**config.mk**
```make
export PLATFORM = sky130hd
export DESIGN_NAME = trivium_stream_cipher_flat
export DESIGN_NICKNAME = d
export VERILOG_FILES = /design/src/rtl/trivium_stream_cipher_if.sv /design/src/rtl/trivium_stream_cipher.sv /design/src/flat_wrapper.sv
export SDC_FILE = /design/constraint.sdc
export NUM_CORES = 1
export LEC_CHECK = 0
export CORE_MARGIN = 2
export CORE_UTILIZATION = 45
export CTS_BUF_LIST = sky130_fd_sc_hd__clkbuf_8
export CTS_CLUSTER_SIZE = 20
export DETAILED_ROUTE_END_ITERATION = 10
export PLACE_DENSITY_LB_ADDON = 0.08
export SYNTH_ARGS = -nofsm -noshare
export SYNTH_HDL_FRONTEND = slang
export SYNTH_SLANG_ARGS = --single-unit
```
**constraint.sdc**
```tcl
create_clock -name clk -period 1.44 [get_ports clk]
set_input_delay 0.216 -clock clk [delete_from_list [all_inputs] [get_ports clk]]
set_output_delay 0.216 -clock clk [all_outputs]
set_load 0.01 [all_outputs]
```
**src/rtl/trivium_stream_cipher_if.sv**
```systemverilog
// Beat-stream bundle for the Trivium cipher: the input beat channel and the output beat channel.
interface trivium_stream_cipher_if #(
  parameter int W = 8
);
  logic         din_valid;
  logic         din_ready;
  logic [W-1:0] din_data;
  logic         dout_valid;
  logic         dout_ready;
  logic [W-1:0] dout_data;

  // master: the data source/sink around the cipher; slave: the cipher itself
  modport master (
    output din_valid, din_data, dout_ready,
    input  din_ready, dout_valid, dout_data
  );
  modport slave (
    input  din_valid, din_data, dout_ready,
    output din_ready, dout_valid, dout_data
  );
endinterface

```
**src/rtl/trivium_stream_cipher.sv**
```systemverilog
// Trivium 80/80 stream cipher, W keystream bits per clock; 1-clk din->dout latency, output held while dout_ready=0.
// Optional accepted-beat counter port ks_count is built when TRIVIUM_KS_COUNT_EN is defined.
module trivium_stream_cipher #(
  parameter int W           = 8,
  parameter int INIT_ROUNDS = 1152
) (
  input  logic        clk,
  input  logic        reset,
  input  logic        start,
  input  logic [79:0] key,
  input  logic [79:0] iv,
  output logic        busy,
  output logic        ks_ready,
`ifdef TRIVIUM_KS_COUNT_EN
  output logic [31:0] ks_count,
`endif
  trivium_stream_cipher_if.slave bus
);

  localparam int CW = $clog2(INIT_ROUNDS) + 1;

  typedef enum logic [1:0] {IDLE, INIT, RUN} state_t;

  state_t         st;
  logic [287:0]   s;
  logic [287:0]   s_nxt;
  logic [W-1:0]   ks;
  logic [CW-1:0]  cnt;
  logic           accept;

  // W Trivium steps chained combinationally; s(i) lives at bit i-1.
  always_comb begin
    logic t1, t2, t3;
    s_nxt = s;
    ks    = '0;
    t1    = 1'b0;
    t2    = 1'b0;
    t3    = 1'b0;
    for (int j = 0; j < W; j++) begin
      t1    = s_nxt[65] ^ s_nxt[92];
      t2    = s_nxt[161] ^ s_nxt[176];
      t3    = s_nxt[242] ^ s_nxt[287];
      ks[j] = t1 ^ t2 ^ t3;
      t1    = t1 ^ (s_nxt[90] & s_nxt[91]) ^ s_nxt[170];
      t2    = t2 ^ (s_nxt[174] & s_nxt[175]) ^ s_nxt[263];
      t3    = t3 ^ (s_nxt[285] & s_nxt[286]) ^ s_nxt[68];
      s_nxt = {s_nxt[286:177], t2, s_nxt[175:93], t1, s_nxt[91:0], t3};
    end
  end

  // A start pulse masks ready so a simultaneous beat is never consumed by the old stream.
  assign bus.din_ready = ks_ready & ~start & (~bus.dout_valid | bus.dout_ready);
  assign accept        = bus.din_valid & bus.din_ready;

  always_ff @(posedge clk or negedge reset) begin
    if (!reset) begin
      st             <= IDLE;
      s              <= '0;
      cnt            <= '0;
      busy           <= 1'b0;
      ks_ready       <= 1'b0;
      bus.dout_valid <= 1'b0;
      bus.dout_data  <= '0;
    end else if (start) begin
      st             <= INIT;
      s              <= {3'b111, 112'b0, iv, 13'b0, key};
      cnt            <= '0;
      busy           <= 1'b1;
      ks_ready       <= 1'b0;
      bus.dout_valid <= 1'b0;
    end else begin
      case (st)
        IDLE: begin
        end
        INIT: begin
          s   <= s_nxt;
          cnt <= cnt + CW'(W);
          if (cnt == CW'(INIT_ROUNDS - W)) begin
            st       <= RUN;
            busy     <= 1'b0;
            ks_ready <= 1'b1;
          end
        end
        RUN: begin
          if (accept) begin
            s              <= s_nxt;
            bus.dout_data  <= bus.din_data ^ ks;
            bus.dout_valid <= 1'b1;
          end else if (bus.dout_ready) begin
            bus.dout_valid <= 1'b0;
          end
        end
        default: st <= IDLE;
      endcase
    end
  end

`ifdef TRIVIUM_KS_COUNT_EN
  always_ff @(posedge clk or negedge reset) begin
    if (!reset) begin
      ks_count <= '0;
    end else if (start) begin
      ks_count <= '0;
    end else if (accept && ks_count != 32'hFFFF_FFFF) begin
      ks_count <= ks_count + 32'd1;
    end
  end
`else
  // Beat counter not built; accepted beats are not tallied.
`endif

endmodule

```
**src/flat_wrapper.sv**
```systemverilog
// flat-port wrapper written by rule: the top's interface ports become plain ports
module trivium_stream_cipher_flat 
#(
  parameter int W           = 8,
  parameter int INIT_ROUNDS = 1152
)
  (clk, reset, start, key, iv, busy, ks_ready, bus_din_valid, bus_din_data, bus_dout_ready, bus_din_ready, bus_dout_valid, bus_dout_data);
  trivium_stream_cipher_if #(.W(W)) bus_i ();
  input  logic clk;
  input  logic reset;
  input  logic start;
  input  logic [79:0] key;
  input  logic [79:0] iv;
  output logic busy;
  output logic ks_ready;
  input wire logic [$bits(bus_i.din_valid)-1:0] bus_din_valid;
  input wire logic [$bits(bus_i.din_data)-1:0] bus_din_data;
  input wire logic [$bits(bus_i.dout_ready)-1:0] bus_dout_ready;
  output wire logic [$bits(bus_i.din_ready)-1:0] bus_din_ready;
  output wire logic [$bits(bus_i.dout_valid)-1:0] bus_dout_valid;
  output wire logic [$bits(bus_i.dout_data)-1:0] bus_dout_data;
  assign bus_i.din_valid = bus_din_valid;
  assign bus_i.din_data = bus_din_data;
  assign bus_i.dout_ready = bus_dout_ready;
  assign bus_din_ready = bus_i.din_ready;
  assign bus_dout_valid = bus_i.dout_valid;
  assign bus_dout_data = bus_i.dout_data;
  trivium_stream_cipher #(.W(W), .INIT_ROUNDS(INIT_ROUNDS)) u_core (.clk(clk), .reset(reset), .start(start), .key(key), .iv(iv), .busy(busy), .ks_ready(ks_ready), .bus(bus_i));
endmodule
```
== Word level (Yosys, flattened, before mapping) ==
Index checks and enable logic that the tools add are counted.
Storage, ports and cells
  word-level logic and storage cells: 163
  output and inout bits: 12
  register bits: 313
  bits of input ports: 173
Cells by class
  add/sub/neg operators: 1
  bitwise operators: 119
  equality and inequality tests: 6
  reductions and logical operators: 12
  muxes and demuxes: 18
Operators by type and width (count)
  $mux W288: 2
  $pmux W288 S2: 1
  $xor A1 B1 Y1: 88
  $and A1 B1 Y1: 27
  $mux W12: 2
  $add A12 B4 Y12 const B: 1
  $eq A12 B11 Y1 const B: 1
  $mux W1: 10
  $reduce_and A2 Y1: 4
  $xor A8 B8 Y8: 1
  $ne A3 B2 Y1 const B: 2
  $reduce_bool A2 Y1: 3
  $reduce_bool A3 Y1: 2
  $mux W2: 2
  $pmux W2 S2: 1
  $reduce_and A3 Y1: 1
  $eq A2 B1 Y1 const B: 1
  $eq A2 B2 Y1 const B: 1
  $logic_not A2 Y1: 1
  $ne A2 B1 Y1 const B: 1
  $not A1 Y1: 2
  $reduce_or A2 Y1: 1
  $or A1 B1 Y1: 1

== Longest topological paths before layout ==
  depth after elaboration: 7
  mapped depth: 7
  mapped depth without buffers: 5

== Worst setup path before layout ==
OpenSTA, ideal clock, no wires.
  path kind: register to register
  from: reg u_core.ks_ready
  to: reg u_core.s[10]
  path buffers: 3
  period minus slack after synthesis: 1514 ps
  data required time: 1318 ps
  arrival time: 1392 ps
  stages on the path, launching flop included: 8
  setup slack: -74 ps
  library setup time: 122 ps
  cell sequence: dfrtp_1 and2b_1 a41o_1 buf_4 buf_4 buf_2 nand2_1 a21oi_1
On the way
  cells in the longest elaborated chain, start to end: 5
RTL lines
  from (decl): RTL line trivium_stream_cipher.sv:13  | output logic ks_ready,
  from (signal assigned): RTL line trivium_stream_cipher.sv:61  | ks_ready <= 1'b0;
  from (signal assigned): RTL line trivium_stream_cipher.sv:69  | ks_ready <= 1'b0;
  from (signal assigned): RTL line trivium_stream_cipher.sv:81  | ks_ready <= 1'b1;
  $and A1 B1 Y1 (2 in series): RTL line trivium_stream_cipher.sv:52  | assign bus.din_ready = ks_ready & ~start & (~bus.dout_valid | bus.dout_ready);
  $and A1 B1 Y1: RTL line trivium_stream_cipher.sv:53  | assign accept = bus.din_valid & bus.din_ready;
  $ne A3 B2 Y1 (no line)
  $reduce_and A2 Y1 (no line)
  to (signal assigned): RTL line trivium_stream_cipher.sv:66  | s <= {3'b111, 112'b0, iv, 13'b0, key};
  to (signal assigned): RTL line trivium_stream_cipher.sv:76  | s <= s_nxt;
  to (signal assigned): RTL line trivium_stream_cipher.sv:86  | s <= s_nxt;
  to (decl): RTL line trivium_stream_cipher.sv:25  | logic [287:0] s;
No other way between the ends.
A chain may end at the register's enable or synchronous reset.

== Worst setup path after layout ==
  from: reg u_core.ks_ready
  to: reg u_core.s[229]
Same word-level chain as after synthesis.

==> metrics.txt <==
outcome finished, violations left; failing checks setup timing; clock skew 0.0318 ns; Post-DRT Antenna Nets 0; DP HPWL 27,900 microns; Synth area leaders dfrtp_1, a21oi_1, nand2_1; CTS root buffer clkbuf_8; leakage power 8.96 nW; Post-Synth Simple-Gate Area 18.9%; slowest stage delay, CP 0.39 ns; site row count 65; CP most frequent cell buf_12; clock-pin slew on the worst setup and hold paths 0.06 ns; vias per inst 5.21; Post-Layout Cell Count 2,331; syn_area_per_cell 9.12 sq um; met2 Usage GRT 37.4%; worst r2r path cells 8; port bufs 184; vias post-DR 12,200; effective utilization at floorplan 46.0%; Final Max Slew Viols 0; Mapped Nets 1,773; chip width 184 microns; Most Used Layer, Global Route met2; Pre-Repair DR Iteration Count 5; Die Ht 184 microns; Yosys top cell by area dfrtp_1; P per Cell Area 1060 mW/mm^2; GR Layer Usage met3 4.06%; RSZ-0062 raised after global routing true; synthesized area 0.0146 sq mm; CP Class reg2reg; initial antenna violation count 0; Global Route Usage Sum 23.9%; fin worst setup slack -0.343 ns; wire length per cell 17.5 microns; placed cell count 2,213; top cell type's share of synthesized area 53.2%; number of synthesized flops with an enable pin 0; Gate Count Post-Synth 1,599; DRC 0; flops & latches, synth 310; leading cell type in the layout, fill and taps excluded nand2_1; CP Max Fanout 8; met1 usage 34.4%; synthesized-area fraction occupied by adder cells 0.0858%; fin util 62.2%; CTS tree yes; fraction of registers with async set/reset 100%; largest family of logic cells by synthesized area simple AND/OR/NAND/NOR gates; vias in the first global route 12,100; area of the core 0.0317 sq mm; CTS max path bufs 3; GPL Wtd Cong 0.839; CP endpoint kind flop; htree depth 2; r2r setup slk -0.34 ns; Synth-to-Final Area Change 35.2%; Iter 0 DRT Violations 776; Critical Path RT 1.89 ns; Fin. Hold Viols 0; die area 0.0339 sq mm; actual slew at the worst max-slew pin 0.707 ns; most used cells in the layout excluding fill and tap cells nand2_1, a21oi_1, dfrtp_1; worst path cell trace and2b_2, buf_6, a41o_4, buf_12, buf_12, clkbuf_16, nand2_1, a21oi_1; n_diodes 0; share of layout cells above drive strength 1 18.1%; Max rail drop VDD 611 uV; hold crit path type in2async; Critical-path top delay cell dfrtp_1; largest net degree at the start of global routing 164; total gr overflow 0; Primary FF master, synth dfrtp_1; Slew HR 52.9%; first-pass GRT wire length 64,000 microns; crit path launch type flop; endpoints failing setup 293; Achievable Freq 561 MHz; I/O pin cnt 185; total power 20.9 mW; setup TNS -73.37 ns; Post-Synth XOR/XNOR Area 6.75%; Final nets 2,065; final wirelength 40,900 microns; Synth cell types 36; sequential share of the synthesized area 53.2%; WP data arrival 2.23 ns; post-synthesis mux area share 1.10%; Ys Warns 0; # Max-Cap Violations 0; total CTS buffers 55; Clock Latency Late Sink 0.59 ns; fin crit period 1.78 ns; fin crit share 124%; post-synthesis compound-gate area fraction 15.9%; CTS sink cnt 310
-- what timing repair did --
action,4_1_cts,5_1_grt
gates cloned,5,8
pin swaps,30,15
endpoints found under the setup margin,303,300
hold buffers,1,0
hold endpoints to repair,293,0
setup buffers,6,7
resized for setup,79,84
-- critical path: cells and delay by family (launching register included) --
family / cells / cell delay [ns]
buffers and inverters: 4 / 0.59
AO/OA/AOI/OAI: 2 / 0.40
flip-flops: 1 / 0.39
AND/OR/NAND/NOR: 2 / 0.28
-- layer usage --
metal	vias up	routed length, microns	share of wire, %
li1	5854	-	-
met1	5944	18600	45
met2	297	19200	47
met3	61	2140	5.2
met4	0	961	2.3
met5	-	0	0
-- state kept, by name, indices dropped and copies added (netlist names) --
signal,count
u_core.s,288
u_core.cnt,9
u_core.bus.dout_data,8
u_core.st,2
u_core.bus.dout_valid,1
u_core.busy,1
u_core.ks_ready,1
-- synthesized netlist by cell type, types with 5 or more instances --
library cell  instances
xnor3_1              14
nand3b_1              5
clkbuf_1             50
mux2i_1              16
nor2b_1             144
nand2_1             437
o21ai_0              19
xnor2_1              41
xor2_1               30
a21oi_1             409
buf_4                13
a211oi_2              8
o21ai_1               6
nor2_1               17
buf_2                46
dfrtp_1             310
-- logic make-up after synthesis --
logic type	after synthesis
AOI/OAI and AO/OA	447
xor gates and xnor gates	87
DFF	310
buffers and inverters	117
adders and majority gates	1
muxes	16
and+or+nand+nor	621
-- power by group --
group	total (mW)	switching [mW]	internal (mW)
clock network	8.31	3.61	4.70
registers	9.72	0.430	9.29
logic	2.82	1.31	1.51
total	20.9	5.35	15.5
-- path summary, 6_finish.rpt --
path	from	endpoint
setup / recovery	u_core.ks_ready	u_core.s[229]
hold / removal	reset	u_core.cnt[7]
setup reg to reg	u_core.ks_ready	u_core.s[229]
hold reg to reg	u_core.bus.dout_data[0]	u_core.bus.dout_data[0]
max in group asynchronous	reset	u_core.s[180]
min in group clk	key[1]	u_core.s[1]
-- area by class of cell --
cell class                      instances  area [sq um]
Fill cell                            2695         12000
Sequential cell                       310          7760
Multi-Input combinational cell       1173          6600
Timing Repair Buffer                  348          3710
Clock buffer                           74          1020
Tap cell                              402           503
Clock inverter                         21           111
Inverter                                3          11.3
-- metrics by stage --
stage                     setup slack (ns)  instance area, sq um  hold slack, ns
after detailed placement            -0.552                 17800           0.179
after global placement              -0.520                 17800           0.179
final                               -0.343                 19700           0.175
after global routing                -0.417                 19700           0.188
after floorplan                    -0.0301                 14700         -0.0796
after CTS                           -0.289                 19300           0.153
Note: power is estimated with default switching activity, not from simulation.
